### config.mk
export PLATFORM = sky130hd
export DESIGN_NAME = lu_serial_arbiter_flat
export DESIGN_NICKNAME = d
export VERILOG_FILES = /design/src/rtl/lu_pkg.sv /design/src/rtl/lu_serial_arbiter_if.sv /design/src/rtl/lu_bit_cell.sv /design/src/rtl/lu_serial_arbiter.sv /design/src/flat_wrapper.sv
export SDC_FILE = /design/constraint.sdc
export NUM_CORES = 1
export LEC_CHECK = 0
export CAP_MARGIN = 20
export CORE_MARGIN = 5
export CORE_UTILIZATION = 50
export DETAILED_ROUTE_END_ITERATION = 6
export PLACE_DENSITY = 0.95
export SETUP_SLACK_MARGIN = 0.15
export SYNTH_ARGS = -nofsm -noshare
export SYNTH_HDL_FRONTEND = slang
export SYNTH_HIERARCHICAL = 1
export SYNTH_SLANG_ARGS = --single-unit
### constraint.sdc
create_clock -name clk -period 4.2 [get_ports clk]
set_input_delay 0.84 -clock clk [delete_from_list [all_inputs] [get_ports clk]]
set_output_delay 0.84 -clock clk [all_outputs]
set_load 0.01 [all_outputs]
### src/rtl/lu_pkg.sv
// Shared op codes and FSM state encoding for the serial logic-unit arbiter.
package lu_pkg;

   localparam logic [1:0] LU_NOR  = 2'b00;
   localparam logic [1:0] LU_OR   = 2'b01;
   localparam logic [1:0] LU_XNOR = 2'b10;
   localparam logic [1:0] LU_XOR  = 2'b11;

   typedef enum logic [1:0] {
      ST_IDLE = 2'd0,
      ST_RUN  = 2'd1,
      ST_DONE = 2'd2
   } state_t;

endpackage

### src/rtl/lu_serial_arbiter_if.sv
// Requester/response handshake bundle between the operand sources and the arbiter.
interface lu_serial_arbiter_if #(
   parameter int WIDTH = 8
) ();

   logic             req0_valid;
   logic             req0_ready;
   logic [WIDTH-1:0] req0_a;
   logic [WIDTH-1:0] req0_b;
   logic [1:0]       req0_op;
   logic             req1_valid;
   logic             req1_ready;
   logic [WIDTH-1:0] req1_a;
   logic [WIDTH-1:0] req1_b;
   logic [1:0]       req1_op;
   logic             rsp_valid;
   logic             rsp_ready;
   logic [WIDTH-1:0] rsp_data;
   logic             rsp_id;
   logic             busy;

   modport master (
      output req0_valid, req0_a, req0_b, req0_op,
      output req1_valid, req1_a, req1_b, req1_op,
      output rsp_ready,
      input  req0_ready, req1_ready, rsp_valid, rsp_data, rsp_id, busy
   );

   modport slave (
      input  req0_valid, req0_a, req0_b, req0_op,
      input  req1_valid, req1_a, req1_b, req1_op,
      input  rsp_ready,
      output req0_ready, req1_ready, rsp_valid, rsp_data, rsp_id, busy
   );

endinterface

### src/rtl/lu_bit_cell.sv
// One-bit logic cell: op[1] picks XOR vs OR family, op[0] picks true vs inverted.
module lu_bit_cell
   import lu_pkg::*;
(
   input  logic       i_a,
   input  logic       i_b,
   input  logic [1:0] i_op,
   output logic       o_y
);

   always_comb begin
      o_y = 1'b0;
      case (i_op)
         LU_NOR:  o_y = ~(i_a | i_b);
         LU_OR:   o_y =   i_a | i_b;
         LU_XNOR: o_y = ~(i_a ^ i_b);
         default: o_y =   i_a ^ i_b;
      endcase
   end

endmodule

### src/rtl/lu_serial_arbiter.sv
// Round-robin sequencer sharing one bit-serial logic cell between two requesters.
// Define LU_PARALLEL_EN to compute the whole word in one cycle with WIDTH cells.
//
//  state   | meaning
//  IDLE    | arbitrate, accept one request
//  RUN     | shift one result bit per cycle (serial build only)
//  DONE    | hold response until rsp_ready
module lu_serial_arbiter
   import lu_pkg::*;
#(
   parameter int WIDTH = 8
) (
   input  logic                clk,
   input  logic                reset,
   lu_serial_arbiter_if.slave  bus
);

   state_t           r_state;
   state_t           w_state_nxt;
   logic [WIDTH-1:0] r_result;
   logic             r_id;
   logic             r_last;
   logic             w_idle;
   logic             w_rdy0;
   logic             w_rdy1;
   logic             w_acc;
   logic             w_run_last;

   assign w_idle = (r_state == ST_IDLE);
   // Ready is masked during reset so nothing looks accepted while the FSM is held.
   assign w_rdy0 = w_idle & ~reset & bus.req0_valid & (~bus.req1_valid |  r_last);
   assign w_rdy1 = w_idle & ~reset & bus.req1_valid & (~bus.req0_valid | ~r_last);
   assign w_acc  = w_rdy0 | w_rdy1;

`ifdef LU_PARALLEL_EN
   localparam state_t ST_AFTER_ACC = ST_DONE;

   logic [WIDTH-1:0] w_a;
   logic [WIDTH-1:0] w_b;
   logic [1:0]       w_op;
   logic [WIDTH-1:0] w_word;

   assign w_a        = w_rdy1 ? bus.req1_a  : bus.req0_a;
   assign w_b        = w_rdy1 ? bus.req1_b  : bus.req0_b;
   assign w_op       = w_rdy1 ? bus.req1_op : bus.req0_op;
   assign w_run_last = 1'b1;

   for (genvar gi = 0; gi < WIDTH; gi++) begin : g_cell
      lu_bit_cell u_cell (
         .i_a  (w_a[gi]),
         .i_b  (w_b[gi]),
         .i_op (w_op),
         .o_y  (w_word[gi])
      );
   end
`else
   localparam state_t ST_AFTER_ACC = ST_RUN;
   localparam int     CW           = $clog2(WIDTH);

   logic [CW-1:0]    r_cnt;
   logic [WIDTH-1:0] r_a;
   logic [WIDTH-1:0] r_b;
   logic [1:0]       r_op;
   logic             w_bit;

   assign w_run_last = (r_cnt == CW'(WIDTH - 1));

   lu_bit_cell u_cell (
      .i_a  (r_a[r_cnt]),
      .i_b  (r_b[r_cnt]),
      .i_op (r_op),
      .o_y  (w_bit)
   );

   always_ff @(posedge clk or posedge reset) begin
      if (reset) begin
         r_a   <= '0;
         r_b   <= '0;
         r_op  <= LU_NOR;
         r_cnt <= '0;
      end else if (w_acc) begin
         r_a   <= w_rdy1 ? bus.req1_a  : bus.req0_a;
         r_b   <= w_rdy1 ? bus.req1_b  : bus.req0_b;
         r_op  <= w_rdy1 ? bus.req1_op : bus.req0_op;
         r_cnt <= '0;
      end else if (r_state == ST_RUN) begin
         r_cnt <= r_cnt + CW'(1);
      end
   end
`endif

   always_comb begin
      w_state_nxt = r_state;
      case (r_state)
         ST_IDLE: if (w_acc)         w_state_nxt = ST_AFTER_ACC;
         ST_RUN:  if (w_run_last)    w_state_nxt = ST_DONE;
         ST_DONE: if (bus.rsp_ready) w_state_nxt = ST_IDLE;
         default:                    w_state_nxt = ST_IDLE;
      endcase
   end

   always_ff @(posedge clk or posedge reset) begin
      if (reset) begin
         r_state  <= ST_IDLE;
         r_result <= '0;
         r_id     <= 1'b0;
         r_last   <= 1'b1;
      end else begin
         r_state <= w_state_nxt;
         case (r_state)
            ST_IDLE: if (w_acc) begin
               r_id     <= w_rdy1;
`ifdef LU_PARALLEL_EN
               r_result <= w_word;
`endif
            end
`ifndef LU_PARALLEL_EN
            ST_RUN:  r_result <= {w_bit, r_result[WIDTH-1:1]};
`endif
            ST_DONE: if (bus.rsp_ready) r_last <= r_id;
            default: ;
         endcase
      end
   end

   assign bus.req0_ready = w_rdy0;
   assign bus.req1_ready = w_rdy1;
   assign bus.rsp_valid  = (r_state == ST_DONE);
   assign bus.rsp_data   = r_result;
   assign bus.rsp_id     = r_id;
   assign bus.busy       = (r_state != ST_IDLE);

endmodule

### src/flat_wrapper.sv
// flat-port wrapper written by rule: the top's interface ports become plain ports
module lu_serial_arbiter_flat import lu_pkg::*;
#(
   parameter int WIDTH = 8
)
  (clk, reset, bus_req0_valid, bus_req0_a, bus_req0_b, bus_req0_op, bus_req1_valid, bus_req1_a, bus_req1_b, bus_req1_op, bus_rsp_ready, bus_req0_ready, bus_req1_ready, bus_rsp_valid, bus_rsp_data, bus_rsp_id, bus_busy);
  lu_serial_arbiter_if #(.WIDTH(WIDTH)) bus_i ();
  input  logic clk;
  input  logic reset;
  input wire logic [$bits(bus_i.req0_valid)-1:0] bus_req0_valid;
  input wire logic [$bits(bus_i.req0_a)-1:0] bus_req0_a;
  input wire logic [$bits(bus_i.req0_b)-1:0] bus_req0_b;
  input wire logic [$bits(bus_i.req0_op)-1:0] bus_req0_op;
  input wire logic [$bits(bus_i.req1_valid)-1:0] bus_req1_valid;
  input wire logic [$bits(bus_i.req1_a)-1:0] bus_req1_a;
  input wire logic [$bits(bus_i.req1_b)-1:0] bus_req1_b;
  input wire logic [$bits(bus_i.req1_op)-1:0] bus_req1_op;
  input wire logic [$bits(bus_i.rsp_ready)-1:0] bus_rsp_ready;
  output wire logic [$bits(bus_i.req0_ready)-1:0] bus_req0_ready;
  output wire logic [$bits(bus_i.req1_ready)-1:0] bus_req1_ready;
  output wire logic [$bits(bus_i.rsp_valid)-1:0] bus_rsp_valid;
  output wire logic [$bits(bus_i.rsp_data)-1:0] bus_rsp_data;
  output wire logic [$bits(bus_i.rsp_id)-1:0] bus_rsp_id;
  output wire logic [$bits(bus_i.busy)-1:0] bus_busy;
  assign bus_i.req0_valid = bus_req0_valid;
  assign bus_i.req0_a = bus_req0_a;
  assign bus_i.req0_b = bus_req0_b;
  assign bus_i.req0_op = bus_req0_op;
  assign bus_i.req1_valid = bus_req1_valid;
  assign bus_i.req1_a = bus_req1_a;
  assign bus_i.req1_b = bus_req1_b;
  assign bus_i.req1_op = bus_req1_op;
  assign bus_i.rsp_ready = bus_rsp_ready;
  assign bus_req0_ready = bus_i.req0_ready;
  assign bus_req1_ready = bus_i.req1_ready;
  assign bus_rsp_valid = bus_i.rsp_valid;
  assign bus_rsp_data = bus_i.rsp_data;
  assign bus_rsp_id = bus_i.rsp_id;
  assign bus_busy = bus_i.busy;
  lu_serial_arbiter #(.WIDTH(WIDTH)) u_core (.clk(clk), .reset(reset), .bus(bus_i));
endmodule
=== Word-level counts from Yosys, hierarchy flattened ===
Cells that the tools add are included.

* Flip-flop bits (word level): 33
* Output and inout port bits: 13
* Logic and storage cells: 55

* Add/sub/neg operators: 1
* $lt $le $gt $ge: 1
* Eq/ne operators: 8
* Mux-type cells: 14
* Bitwise logic cells: 16
* Reductions and logical operators: 7

{| class="wikitable"
|+ Operators with widths
! kind !! count
|-
| 8-bit two-way mux || 2
|-
| 2-bit two-way mux || 4
|-
| 1-bit binary-select mux with 3-bit select || 2
|-
| 3-bit two-way mux || 2
|-
| 1-bit NOT || 6
|-
| 2-bit case mux with 3 select lines || 1
|-
| 1-bit AND || 5
|-
| 2-bit by 1-bit equality test with 1-bit output (second input constant) || 2
|-
| 2-bit equality test (second input constant) || 2
|-
| 2-bit logical NOT || 2
|-
| 3-bit by 4-bit < comparator with 1-bit output (second input constant) || 1
|-
| 2-bit != test (second input constant) || 2
|-
| 1-bit OR || 4
|-
| 2-bit AND reduction || 2
|-
| 2-bit nonzero test || 2
|-
| 3-bit by 1-bit adder with 3-bit output (second input constant) || 1
|-
| 3-bit equality test (second input constant) || 1
|-
| 1-bit case mux with 3 select lines || 1
|-
| 3-bit AND reduction || 1
|-
| 1-bit two-way mux || 2
|-
| 2-bit by 1-bit != test with 1-bit output (second input constant) || 1
|-
| 1-bit XOR || 1
|}

=== Depth between registers and ports, before layout ===
Gate-level depths: netlist of the first run.

* Depth in word-level cells: 7
* Mapped depth: 9

=== By module ===
The synthesis of the first run kept the hierarchy.

{| class="wikitable"
|+ Modules (own cells, without submodules)
! module !! times used !! cells each !! area an instance (um2) !! seq. area each (um2)
|-
| lu_serial_arbiter || 1 || 162 || 1732.9 || 827.0
|-
| lu_bit_cell || 1 || 6 || 37.5 || 0.0
|}

=== Worst setup path before layout of the first run ===
OpenSTA, ideal clock, no wires.

* Path type: input-to-output
* From: in reset
* To: out bus_req1_ready
* Arrival: 1.543 ns
* Required time: 3.360 ns
* Path slack: 1.817 ns
* Stages on the path: 4
* Path buffers: 2
* Cell sequence: or3_1 buf_6 buf_6 nor2_4

* Cells in the longest elaborated chain, start to end: 4

{| class="wikitable"
|+ RTL lines
! element !! line !! text
|-
| start, declared || flat_wrapper.sv:9 || <nowiki>input logic reset;</nowiki>
|-
| 1-bit NOT || lu_serial_arbiter.sv:32 || <nowiki>assign w_rdy1 = w_idle & ~reset & bus.req1_valid & (~bus.req0_valid | ~r_last);</nowiki>
|-
| 1-bit AND (3 in a row) || lu_serial_arbiter.sv:32 ||
|-
| end, declared || flat_wrapper.sv:20 || <nowiki>output wire logic [$bits(bus_i.req1_ready)-1:0] bus_req1_ready;</nowiki>
|}

Every way passes these cells.

=== Worst setup path after layout of the first run ===
Same ends and word-level chain as after synthesis.

==> impl_metrics.tcl, run 1 <==
set metrics [dict create \
    grt.met3_usage_pct 3.91 \
    synth_seq_cells 33 \
    drive_gt1_share_pct 12.8 \
    cts_tree "yes" \
    drcViolationCount 0 \
    reg2regPathDepth 8 \
    crit_start "reset" \
    dieArea_um2 4830 \
    cts_made_buffers 5 \
    floorplan.initialDensity_pct 52.2 \
    ys.warnings.count 6 \
    syn_to_final_growth_pct 33.1 \
    rows 21 \
    die_y_um 69.5 \
    grt.overflow.total 0 \
    grt_pass1_vias 1480 \
    drt-initial-drc-count 77 \
    status "completed" \
    cp-endpoint "bus_req1_ready" \
    vias 1509 \
    postCtsHoldBufs 0 \
    io_pins 54 \
    core_area_um2 3390 \
    worstMarginPinSlew_ns 0.756 \
    synth_cell_type_count 31 \
    slew_headroom_pct 49.3 \
    power.leakage_uw 0.000936 \
    hpwl_um 2960 \
    drt_pre_antenna_iters 4 \
    crit_path_end_kind "output pin" \
    final_antenna_net_count 0 \
    syn_area_per_cell_um2 10.5 \
    grtUsageMet2_pct 31.0 \
    timing.rr.start "u_core/r_cnt[0]$_DFFE_PP0P_" \
    clock.fmax_mhz 286 \
    drv_cap 0 \
    setup_violations 0 \
    cts_setup_buffers 0 \
    synthCells 168 \
    rsz0062_at_grt "no" \
    yosysSeqAreaShare_pct 46.7 \
    post_dp_cell_area_um2 2280 \
    crit_arrival_ns 2.66 \
    power.total_uw 1530 \
    grt_pass1_wl_um 6850 \
    slew_viol_final 0 \
    rrSetupSlack_ns 1.84 \
    stdcell_area_um2 2360 \
    start_kind "primary input" \
    htreeDepth 2 \
    fin_skew_ns 0.00504 \
    worstSetupPathType "primary input to output pin" \
    antenna_found_initial 0 \
    cts_resized 0 \
    netlist_area_um2 1770 \
    cts_buffer_depth 2 \
    tns_ns 0 \
    antennaDiodeCount 0 \
    crit_fanout 19 \
    grt_start_max_net_pins 38 \
    track_usage_pct 17.8 \
    r2r-end "u_core/bus.rsp_data[7]$_DFFE_PP0N_" \
    finalCritPeriodShare_pct 83.2 \
    hold_class "register to register" \
    peakVddDrop_uv 251 \
    synth_nets 212 \
    final_common_cell "clkdlybuf4s50_1" \
    avgRoutedWirePerCell_um 15.8 \
    critPathRequiredTime_ns 3.36 \
    path_clk_slew_ns 0.10 \
    drt_wl_total_um 4160 \
    grt.busiest_layer "met2" \
    vias_per_cell 5.72 \
    cts-root-buf "clkbuf_4" \
    final_nets 261 \
    power_density_nw_per_um2 650 \
    gp_congestion 0.792 \
    use_met1_pct 20.9 \
    hold_viol 0 \
    port_buffers 53 \
    dieWidth_um 69.5 \
    fin_crit_ns 3.50 \
    insertion_delay_ns 0.34 \
    final_cell_mix "53 x clkdlybuf4s50_1, 32 x dfrtp_1, 19 x a21oi_1, 18 x nand3_1, 18 x a31oi_1" \
    cts_sinks 33 \
]
-- worst min-delay path by stage --
stage	slack, ns	end	startpoint	cells past startpoint
2_1_floorplan	0.51	u_core/r_a[1]$_DFFE_PP0P_	u_core/r_a[1]$_DFFE_PP0P_	2
3_3_place_gp	0.49	u_core/bus.rsp_id$_DFFE_PP0P_	u_core/bus.rsp_id$_DFFE_PP0P_	1
3_5_place_dp	0.50	u_core/bus.rsp_id$_DFFE_PP0P_	u_core/bus.rsp_id$_DFFE_PP0P_	1
4_1_cts	0.52	u_core/bus.rsp_id$_DFFE_PP0P_	u_core/bus.rsp_id$_DFFE_PP0P_	1
5_1_grt	0.54	u_core/bus.rsp_data[0]$_DFFE_PP0N_	u_core/bus.rsp_data[0]$_DFFE_PP0N_	1
6_report	0.51	u_core/bus.rsp_id$_DFFE_PP0P_	u_core/bus.rsp_id$_DFFE_PP0P_	1
-- layout make-up --
class | instances | area, um^2
Tap cell | 46 | 57.6
Multi-Input combinational cell | 115 | 826
Timing Repair Buffer | 56 | 553
Clock inverter | 1 | 5.00
Inverter | 6 | 22.5
Clock buffer | 7 | 65.1
Sequential cell | 33 | 827
Fill cell | 242 | 1030
-- state kept, by name, summed over array words and instances, names as in the netlist --
name                 cells
u_core/bus.rsp_id        1
u_core/r_cnt             3
u_core/r_b               8
u_core/r_a               8
u_core/r_last            1
u_core/r_op              2
u_core/bus.rsp_data      8
u_core/r_state           2
-- worst max-delay path: stages --
cell and delay (ns):
clkdlybuf4s50_1 0.45, or3_1 0.62, nor2_4 0.20, clkdlybuf4s50_1 0.55
-- layer usage --
metal	vias up	part of all wire, %
met5	-	0
li1	722	-
met1	713	39
met2	65	52
met3	9	6.8
met4	0	2.1
-- synth_stat cells --
library cell	count	area (um^2)
a21bo_1	1	10.0
a21boi_2	1	11.3
a21o_1	2	15.0
a21oi_1	19	95.1
a22o_1	1	8.76
a31oi_1	18	113
and2_4	1	8.76
buf_2	4	20.0
buf_4	5	37.5
buf_6	3	33.8
clkbuf_1	1	3.75
clkbuf_2	1	5.00
dfrtp_1	32	801
dfstp_2	1	26.3
ha_1	3	37.5
inv_1	6	22.5
mux2_2	11	124
mux2i_1	2	20.0
mux4_1	4	105
nand2_1	3	11.3
nand3_1	18	90.1
nor2_1	3	11.3
nor2_4	1	11.3
nor2b_1	2	12.5
nor3_1	1	5.00
o21ai_0	9	45.0
o21ai_1	10	50.1
or2_1	1	6.26
or2_2	1	6.26
or3_1	1	6.26
xnor2_1	2	17.5
-- where the power goes --
group,internal [uW],total [uW],switching (uW)
combinational,413,732,319
clock,96.9,206,109
sequential,478,594,116
total,988,1530,544
-- cells by family after synthesis --
kind of cell | share of synthesized area (%)
DFF | 46.7
xor gates and xnor gates | 0.990
adders and majority gates | 2.12
muxes | 14.1
and+or+nand+nor | 9.54
buffers and inverters | 6.93
AOI/OAI and AO/OA | 19.6
-- through the flow --
stage | setup slack [ns] | std cells | hold WS (ns) | utilization (%)
2_1_floorplan | 1.82 | 168 | 0.507 | -
3_3_place_gp | 0.729 | 255 | 0.487 | 67.2
3_5_place_dp | 0.723 | 255 | 0.498 | 67.2
4_1_cts | 0.712 | 263 | 0.521 | 69.3
5_1_grt | 0.608 | 264 | 0.545 | 69.5
6_report | 0.705 | 264 | 0.515 | 69.5
Power figures use the tool's default switching activity.
==> run 2, diff against run 1 <==
--- a/config.mk
+++ b/config.mk
@@ -7,9 +7,9 @@
 export LEC_CHECK = 0
 export CAP_MARGIN = 20
 export CORE_MARGIN = 5
-export CORE_UTILIZATION = 50
+export CORE_UTILIZATION = 42
 export DETAILED_ROUTE_END_ITERATION = 6
-export PLACE_DENSITY = 0.95
+export PLACE_DENSITY = 0.88
 export SETUP_SLACK_MARGIN = 0.15
 export SYNTH_ARGS = -nofsm -noshare
 export SYNTH_HDL_FRONTEND = slang
==> constraint.sdc (replaced) <==
create_clock -name clk -period 3.15 [get_ports clk]
set_input_delay 0.63 -clock clk [delete_from_list [all_inputs] [get_ports clk]]
set_output_delay 0.63 -clock clk [all_outputs]
set_load 0.01 [all_outputs]
==> impl_metrics.tcl, run 2 (synthesized netlist as in run 1, its figures left out) <==
set metrics [dict create \
    status "completed" \
    drv_cap 0 \
    stdcell_area_um2 2420 \
    critPathRequiredTime_ns 2.52 \
    clock.fmax_mhz 361 \
    peakVddDrop_uv 377 \
    power_density_nw_per_um2 897 \
    power.leakage_uw 0.000962 \
    crit_fanout 3 \
    hold_class "register to register" \
    tns_ns 0 \
    cts_made_buffers 5 \
    io_pins 54 \
    crit_arrival_ns 2.14 \
    syn_to_final_growth_pct 36.8 \
    hold_viol 0 \
    antenna_found_initial 0 \
    postCtsHoldBufs 0 \
    dieWidth_um 74.9 \
    avgRoutedWirePerCell_um 15.5 \
    drt_pre_antenna_iters 4 \
    htreeDepth 2 \
    final_nets 263 \
    hpwl_um 2960 \
    grt_start_max_net_pins 38 \
    final_antenna_net_count 0 \
    grt.overflow.total 0 \
    track_usage_pct 16.1 \
    grt_pass1_wl_um 6820 \
    fill_cells 332 \
    antennaDiodeCount 0 \
    port_buffers 53 \
    gp_congestion 0.766 \
    rsz0062_at_grt "no" \
    cts_tree "yes" \
    path_clk_slew_ns 0.07 \
    cts-root-buf "clkbuf_8" \
    setup_violations 0 \
    final_common_cell "clkdlybuf4s50_1" \
    worstMarginPinSlew_ns 0.798 \
    worstSetupPathType "primary input to output pin" \
    floorplan.initialDensity_pct 43.6 \
    dieArea_um2 5610 \
    slew_viol_final 0 \
    fin_crit_ns 2.77 \
    cts_sinks 33 \
    drcViolationCount 0 \
    vias 1482 \
    grt_pass1_vias 1449 \
    vias_per_cell 5.49 \
    cts_setup_buffers 0 \
    start_kind "primary input" \
    core_area_um2 4060 \
    finalCritPeriodShare_pct 87.9 \
    drive_gt1_share_pct 13.2 \
    final_cell_mix "53 x clkdlybuf4s50_1, 32 x dfrtp_1, 19 x a21oi_1, 18 x nand3_1, 18 x a31oi_1" \
    drt-initial-drc-count 67 \
    cts_buffer_depth 2 \
    drt_wl_total_um 4190 \
    die_y_um 74.9 \
    crit_path_end_kind "output pin" \
    post_dp_cell_area_um2 2310 \
    insertion_delay_ns 0.28 \
    fin_skew_ns 0.00487 \
    slew_headroom_pct 46.5 \
    cts_resized 0 \
    rows 23 \
]
==> run 2: power breakdown <==
| part | leakage (uW) | internal, uW | switching (uW) |
|---|---|---|---|
| combinational | 0.000527 | 555 | 419 |
| sequential | 0.000376 | 639 | 151 |
| clock | 0.0000585 | 258 | 151 |
==> run 2: path summary, 6_finish.rpt <==
| kind | from | end | cells after the start | slack (ns) |
|---|---|---|---|---|
| setup / recovery | reset | bus_req1_ready | 4 | 0.38 |
| hold / removal | u_core/bus.rsp_id$_DFFE_PP0P_ | u_core/bus.rsp_id$_DFFE_PP0P_ | 1 | 0.50 |
| setup reg to reg | u_core/r_cnt[0]$_DFFE_PP0P_ | u_core/bus.rsp_data[7]$_DFFE_PP0N_ | 8 | 0.86 |
| hold reg to reg | u_core/bus.rsp_id$_DFFE_PP0P_ | u_core/bus.rsp_id$_DFFE_PP0P_ | 1 | 0.50 |
| max in group asynchronous | reset | u_core/r_last$_DFFE_PP1P_ | 3 | 2.02 |
| min in group asynchronous | reset | u_core/r_cnt[0]$_DFFE_PP0P_ | 3 | 0.81 |
==> run 2: worst max-delay path, cell delays in order <==
cell and delay (ns):
clkdlybuf4s50_1 0.44, or3_1 0.38, nor2_4 0.14, clkdlybuf4s50_1 0.55
==> run 2: layout make-up <==
class / instances / area, um^2 / share of cell area [%]
tap: 50 / 62.6 / 2.58
timing repair buffer: 58 / 568 / 23.5
clock inverter: 1 / 30.0 / 1.24
inverter: 6 / 22.5 / 0.930
multi-input combinational: 115 / 826 / 34.1
clock buffer: 7 / 86.3 / 3.56
sequential: 33 / 827 / 34.1
==> run 2: per-stage QoR <==
stage	total power, uW	util, %	setup slack [ns]	hold WS (ns)	instances
5_1_grt	2350	59.7	0.316	0.513	270
6_report	2170	59.7	0.380	0.503	270
4_1_cts	2190	59.7	0.368	0.510	270
3_5_place_dp	1780	56.8	0.378	0.494	262
3_3_place_gp	1720	56.8	0.376	0.489	262
2_1_floorplan	1460	-	1.04	0.507	168
==> run 2: layer usage <==
metal | GRT usage [%] | vias up | share of wire [%]
li1 | - | 723 | -
met1 | 19.5 | 702 | 40
met2 | 26.9 | 50 | 52
met3 | 4.81 | 7 | 6.3
met4 | 6.52 | 0 | 1.4
met5 | 0 | - | 0
